$ cat config.mk
export PLATFORM = sky130hd
export DESIGN_NAME = mips_debug_ctrl
export DESIGN_NICKNAME = d
export VERILOG_FILES = /design/src/rtl/mips_debug_ctrl.sv
export SDC_FILE = /design/constraint.sdc
export NUM_CORES = 1
export LEC_CHECK = 0
export CAP_MARGIN = 20
export CORE_MARGIN = 4
export CORE_UTILIZATION = 45
export CTS_CLUSTER_DIAMETER = 60
export CTS_CLUSTER_SIZE = 20
export DETAILED_ROUTE_END_ITERATION = 10
export MAX_ROUTING_LAYER = met4
export PLACE_DENSITY_LB_ADDON = 0.12
export RECOVER_POWER = 25
export SYNTH_ARGS = -nofsm -noshare
export SYNTH_HDL_FRONTEND = slang
export SYNTH_SLANG_ARGS = --single-unit
$ cat constraint.sdc
create_clock -name clk -period 1.9 [get_ports clk]
set_input_delay 0.19 -clock clk [delete_from_list [all_inputs] [get_ports clk]]
set_output_delay 0.19 -clock clk [all_outputs]
set_load 0.03 [all_outputs]
$ cat src/rtl/mips_debug_ctrl.sv
// Host-link debug/loader controller for the MIPS pipeline: loads IMEM, runs or
// single-steps the core, and dumps PC plus the register bank over the TX byte link.
module mips_debug_ctrl #(
    parameter int IMEM_ADDR_W = 8,
    parameter int RUN_TIMEOUT = 4096
) (
    input  logic                   clk,
    input  logic                   reset,
    input  logic [7:0]             rx_data,
    input  logic                   rx_valid,
    output logic                   rx_ready,
    output logic [7:0]             tx_data,
    output logic                   tx_valid,
    input  logic                   tx_ready,
    output logic                   imem_we,
    output logic [IMEM_ADDR_W-1:0] imem_addr,
    output logic [31:0]            imem_wdata,
    output logic                   cpu_reset,
    output logic                   cpu_en,
    input  logic                   cpu_halt,
    input  logic [31:0]            cpu_pc,
    output logic [4:0]             dbg_reg_addr,
    input  logic [31:0]            dbg_reg_data,
    output logic                   busy
);

    localparam int CNT_W = $clog2(RUN_TIMEOUT + 1);
    localparam logic [7:0] DUMP_LEN = 8'd132;

    typedef enum logic [2:0] {
        IDLE, LD_CNT, LD_BYTE, LD_WRITE, RUN, STEP, ERR, DUMP
    } state_t;

    state_t                 state_q, state_d;
    logic                   cpuReset_q, cpuReset_d;
    logic [IMEM_ADDR_W-1:0] idx_q, idx_d;
    logic [8:0]             wordsLeft_q, wordsLeft_d;
    logic [1:0]             byteCnt_q, byteCnt_d;
    logic [31:0]            asm_q, asm_d;
    logic [CNT_W-1:0]       runCnt_q, runCnt_d;
    logic                   errFromRun_q, errFromRun_d;
    logic                   txValid_q, txValid_d;
    logic [7:0]             txData_q, txData_d;
    logic [7:0]             dumpIdx_q, dumpIdx_d;
    logic [31:0]            dumpShift_q, dumpShift_d;
    logic [5:0]             wordNum;
    logic [31:0]            dumpWord;

    // Dump word 0 is the PC; words 1..32 are registers 0..31.
    assign wordNum      = dumpIdx_q[7:2];
    assign dbg_reg_addr = (wordNum == 6'd0) ? 5'd0 : 5'(wordNum - 6'd1);
    assign dumpWord     = (wordNum == 6'd0) ? cpu_pc : dbg_reg_data;

    assign rx_ready   = (state_q == IDLE) || (state_q == LD_CNT) || (state_q == LD_BYTE);
    assign busy       = (state_q != IDLE);
    assign imem_we    = (state_q == LD_WRITE);
    assign imem_addr  = idx_q;
    assign imem_wdata = asm_q;
    assign cpu_reset  = cpuReset_q;
    assign tx_valid   = txValid_q;
    assign tx_data    = txData_q;

    always_comb begin
        state_d      = state_q;
        cpuReset_d   = cpuReset_q;
        idx_d        = idx_q;
        wordsLeft_d  = wordsLeft_q;
        byteCnt_d    = byteCnt_q;
        asm_d        = asm_q;
        runCnt_d     = runCnt_q;
        errFromRun_d = errFromRun_q;
        txValid_d    = txValid_q;
        txData_d     = txData_q;
        dumpIdx_d    = dumpIdx_q;
        dumpShift_d  = dumpShift_q;
        cpu_en       = 1'b0;

        case (state_q)
            IDLE: begin
                if (rx_valid) begin
                    case (rx_data)
                        8'h4C: begin
                            state_d    = LD_CNT;
                            cpuReset_d = 1'b1;
                        end
                        8'h52: begin
                            state_d    = RUN;
                            cpuReset_d = 1'b0;
                            runCnt_d   = '0;
                        end
                        8'h53: begin
                            state_d    = STEP;
                            cpuReset_d = 1'b0;
                        end
                        8'h44:   state_d = DUMP;
                        default: begin
                            state_d      = ERR;
                            errFromRun_d = 1'b0;
                        end
                    endcase
                end
            end
            LD_CNT: begin
                if (rx_valid) begin
                    wordsLeft_d = (rx_data == 8'd0) ? 9'd256 : {1'b0, rx_data};
                    idx_d       = '0;
                    byteCnt_d   = 2'd0;
                    state_d     = LD_BYTE;
                end
            end
            LD_BYTE: begin
                if (rx_valid) begin
                    asm_d     = {asm_q[23:0], rx_data};
                    byteCnt_d = byteCnt_q + 2'd1;
                    if (byteCnt_q == 2'd3) state_d = LD_WRITE;
                end
            end
            LD_WRITE: begin
                idx_d       = idx_q + IMEM_ADDR_W'(1);
                wordsLeft_d = wordsLeft_q - 9'd1;
                state_d     = (wordsLeft_q == 9'd1) ? IDLE : LD_BYTE;
            end
            RUN: begin
                // Halt wins over the timeout and suppresses the enable combinationally.
                if (cpu_halt) begin
                    state_d = DUMP;
                end else begin
                    cpu_en = 1'b1;
                    if (runCnt_q == CNT_W'(RUN_TIMEOUT - 1)) begin
                        state_d      = ERR;
                        errFromRun_d = 1'b1;
                    end else begin
                        runCnt_d = runCnt_q + CNT_W'(1);
                    end
                end
            end
            STEP: begin
                cpu_en  = 1'b1;
                state_d = DUMP;
            end
            ERR: begin
                if (!txValid_q) begin
                    txValid_d = 1'b1;
                    txData_d  = 8'hEE;
                end else if (tx_ready) begin
                    txValid_d    = 1'b0;
                    state_d      = errFromRun_q ? DUMP : IDLE;
                    errFromRun_d = 1'b0;
                end
            end
            DUMP: begin
                // Each word is captured when its first byte is presented, then shifted out.
                if (txValid_q && tx_ready && (dumpIdx_q == DUMP_LEN)) begin
                    txValid_d = 1'b0;
                    dumpIdx_d = 8'd0;
                    state_d   = IDLE;
                end else if ((dumpIdx_q != DUMP_LEN) && (!txValid_q || tx_ready)) begin
                    txValid_d = 1'b1;
                    dumpIdx_d = dumpIdx_q + 8'd1;
                    if (dumpIdx_q[1:0] == 2'd0) begin
                        txData_d    = dumpWord[31:24];
                        dumpShift_d = {dumpWord[23:0], 8'h00};
                    end else begin
                        txData_d    = dumpShift_q[31:24];
                        dumpShift_d = {dumpShift_q[23:0], 8'h00};
                    end
                end
            end
            default: state_d = IDLE;
        endcase
    end

    always_ff @(posedge clk or negedge reset) begin
        if (!reset) begin
            state_q      <= IDLE;
            cpuReset_q   <= 1'b1;
            idx_q        <= '0;
            wordsLeft_q  <= '0;
            byteCnt_q    <= '0;
            asm_q        <= '0;
            runCnt_q     <= '0;
            errFromRun_q <= 1'b0;
            txValid_q    <= 1'b0;
            txData_q     <= '0;
            dumpIdx_q    <= '0;
            dumpShift_q  <= '0;
        end else begin
            state_q      <= state_d;
            cpuReset_q   <= cpuReset_d;
            idx_q        <= idx_d;
            wordsLeft_q  <= wordsLeft_d;
            byteCnt_q    <= byteCnt_d;
            asm_q        <= asm_d;
            runCnt_q     <= runCnt_d;
            errFromRun_q <= errFromRun_d;
            txValid_q    <= txValid_d;
            txData_q     <= txData_d;
            dumpIdx_q    <= dumpIdx_d;
            dumpShift_q  <= dumpShift_d;
        end
    end

endmodule
==> results.tsv <==
metric	value	unit
drt initial violations	255	
H-tree Lvls	3	
first-pass GRT wire length	25310	um
most frequent cells in the layout	clkdlybuf4s50_1 (124), dfrtp_1 (107), buf_4 (62), nor2_1 (56), nand2_1 (38)	
DIE AREA	0.01477	mm^2
Rel. slew slack	0.4403	
final hold violation count	0	
max-slew violations	0	
initial core utilization	0.4596	
Crit path buffers/inverters	2	
worst vdd ir	829.3	uV
most common cell after layout, fill and taps aside	clkdlybuf4s50_1	
Slew @ Worst Pin	0.8395	ns
Max Freq	0.5307	GHz
Worst EP required	2.14	ns
initial antenna violation count	0	
Post-synth ARST share	1.000	
layout cell share with drive strength beyond 1	0.2008	
critical path's most frequent cell	buf_4	
DR pass1 iterations	5	
Die W	121.5	um
status	finished, final reports clean	
number of port buffers	135	
# nets final	844	
total grt overflow	0	
Worst EP arrival	2.12	ns
total power	11.97	mW
Vias	5238	
clock latency at the later pin of the worst-skew pair	0.35	ns
largest net degree at the start of global routing	51	
Worst R2R Setup Slack	0.02	ns
Clock Path Buffers	2	
CP delay by family, top	simple AND/OR/NAND/NOR gates	
crit-path cells	or3b_4 -> buf_4 -> nor2_4 -> a21o_1 -> a21oi_2 -> buf_4 -> a22o_1	
Post-Layout Cell Count	934	
GR Util All Layers	0.2155	
Max stage delay on crit path	0.45	ns
RSZ-0062 raised after global routing	true	
Yosys cell types	59	
TritonCTS clock tree	yes	
Post-synth EDFFs	0	
CP max stage cell	or3b_4	
Setup Skew	0.006149	ns
HP Class	input pin to asynchronous set/reset pin	
MaxCap Viol Count	0	
final setup fails	0	
residual DRC count	0	
post-synthesis area per instance	9.967	um^2
Top FF cell, synth	dfrtp_1	
Placer Congestion	0.9007	
syn nets	669	
cell area after synthesis	0.005801	mm^2
synth warn	0	
pwr/cell area	1467	mW/mm^2
IO Pins	136	
crit-path max FO	13	
Clk Tree Root Cell	clkbuf_16	
die height	121.5	um
Post-DRT Antenna Nets	0	
Period minus WS final	1.884	ns
CTS Buf Count	9	
TritonCTS Sinks	110	
Avg WL per Cell	16.73	um
# rows	41	
Reg clk slew, reported paths	0.08	ns
Area Overhead vs Synth	40.64	%
dpl cells	904	
vias in the first global route	5195	
critical path class	flip-flop to flip-flop	
Core Region	0.01262	mm^2
CP Capture Type	flip-flop	
#FFs+latches synth	110	
crit start category	flip-flop	
Leak Pwr	3.780	nW
WL final	15630	um
dpl hpwl	11490	um
final worst-path cycle share	0.9917	
Gate Count Post-Synth	582	
Seq/Total Area, Yosys	0.4748	
Vias/cell	5.608	
worst hold slack	0.4653	ns
ant diodes	0	
registers in the layout (all words and copies together) (netlist names), 2 cells and up:
| name | cells |
|---|---|
| dumpShift_q | 24 |
| tx_data | 8 |
| imem_addr | 8 |
| wordsLeft_q | 9 |
| imem_wdata | 32 |
| state_q | 3 |
| dumpIdx_q | 8 |
| byteCnt_q | 2 |
| runCnt_q | 13 |
cells by family (layout without fill, tap and decap cells):
| group | count (synthesis) | in the layout | synth area share |
|---|---|---|---|
| adder cells (fa/ha/maj) | 10 | 10 | 0.02157 |
| flip-flops | 110 | 110 | 0.4748 |
| multiplexers | 69 | 69 | 0.1264 |
| AO/OA/AOI/OAI | 170 | 170 | 0.1939 |
| AND/OR/NAND/NOR | 166 | 166 | 0.1355 |
| XOR/XNOR | 7 | 7 | 0.01057 |
| buffers and inverters | 50 | 230 | 0.03732 |
where the power goes:
part	switching (mW)	leakage [nW]	total, mW	internal, mW
sequential	0.668	1.40	3.81	3.14
clock	0.933	0.147	1.87	0.935
combinational	3.45	2.23	6.29	2.84
total	5.05	3.78	12.0	6.92
routing by layer:
metal / GRT usage / vias up / wire (um)
li1: - / 2480 / -
met1: 0.2797 / 2579 / 6892
met2: 0.3537 / 157 / 7679
met3: 0.03064 / 22 / 789
met4: 0.06513 / 0 / 266
met5: - / - / 0
path summary, 6_finish.rpt:
path,startpoint,depth (start not counted),endpoint
min,reset,2,tx_data[2]
max,state_q[1],7,state_q[0]
min reg2reg,dumpShift_q[27],1,dumpShift_q[27]
min in group clk,dumpShift_q[27],1,dumpShift_q[27]
max in group asynchronous,reset,3,imem_wdata[13]
max reg2reg,state_q[1],7,state_q[0]
Yosys cell counts (all sizes together), types with 2 or more instances:
master / n / area, um^2
or3b: 2 / 17.52
or3: 2 / 12.51
mux2: 34 / 382.9
clkbuf: 19 / 71.32
o41ai: 3 / 26.28
o22a: 7 / 61.31
nand4: 9 / 56.30
nor2b: 3 / 18.77
nor4: 3 / 25.02
mux2i: 35 / 350.3
nand2b: 5 / 31.28
a21o: 19 / 142.6
nand3: 17 / 90.09
o22ai: 4 / 25.02
a21oi: 28 / 143.9
and2: 3 / 18.77
a211oi: 16 / 120.1
o211ai: 6 / 45.04
nand2: 40 / 150.1
buf: 17 / 92.58
xnor2: 5 / 43.79
a211o: 2 / 17.52
xor2: 2 / 17.52
a31oi: 6 / 37.54
dfrtp: 109 / 2728
a41o: 2 / 20.02
and3: 6 / 37.54
nor3: 11 / 55.05
o21ai: 48 / 240.2
inv: 14 / 52.55
nor2: 58 / 217.7
o31ai: 11 / 87.58
or4: 2 / 15.01
a22o: 5 / 43.79
ha: 10 / 125.1
o221ai: 5 / 43.79
a21boi: 2 / 15.01
stage by stage:
stage | cell area [um^2] | TNS (ns) | setup slack [ns] | util
global route | 8158 | -0.2774 | -0.1086 | 0.6464
finish | 8158 | 0 | 0.01585 | 0.6464
CTS | 7991 | 0 | 0.005268 | 0.6333
detailed placement | 7636 | -4.162 | -0.2437 | 0.6051
floorplan | 5801 | 0 | 0.06186 | -
global placement | 7636 | -3.203 | -0.2345 | 0.6051
final cells by class:
type,instances,area (um^2)
clock buffer,9,225.2
clock inverter,7,73.82
fill,1065,4462
inverter,14,52.55
multi-input combinational,422,2954
sequential,110,2756
tap,172,215.2
timing repair buffer,200,1881
repair_timing:
action	in CTS	in global routing
hold endpoints to repair	29	0
pin swaps	1	6
endpoints found under the setup margin	24	81
hold buffers	1	0
setup buffers	3	10
resized for setup	12	32
cloned	0	0
(Power assumes the default switching activity.)
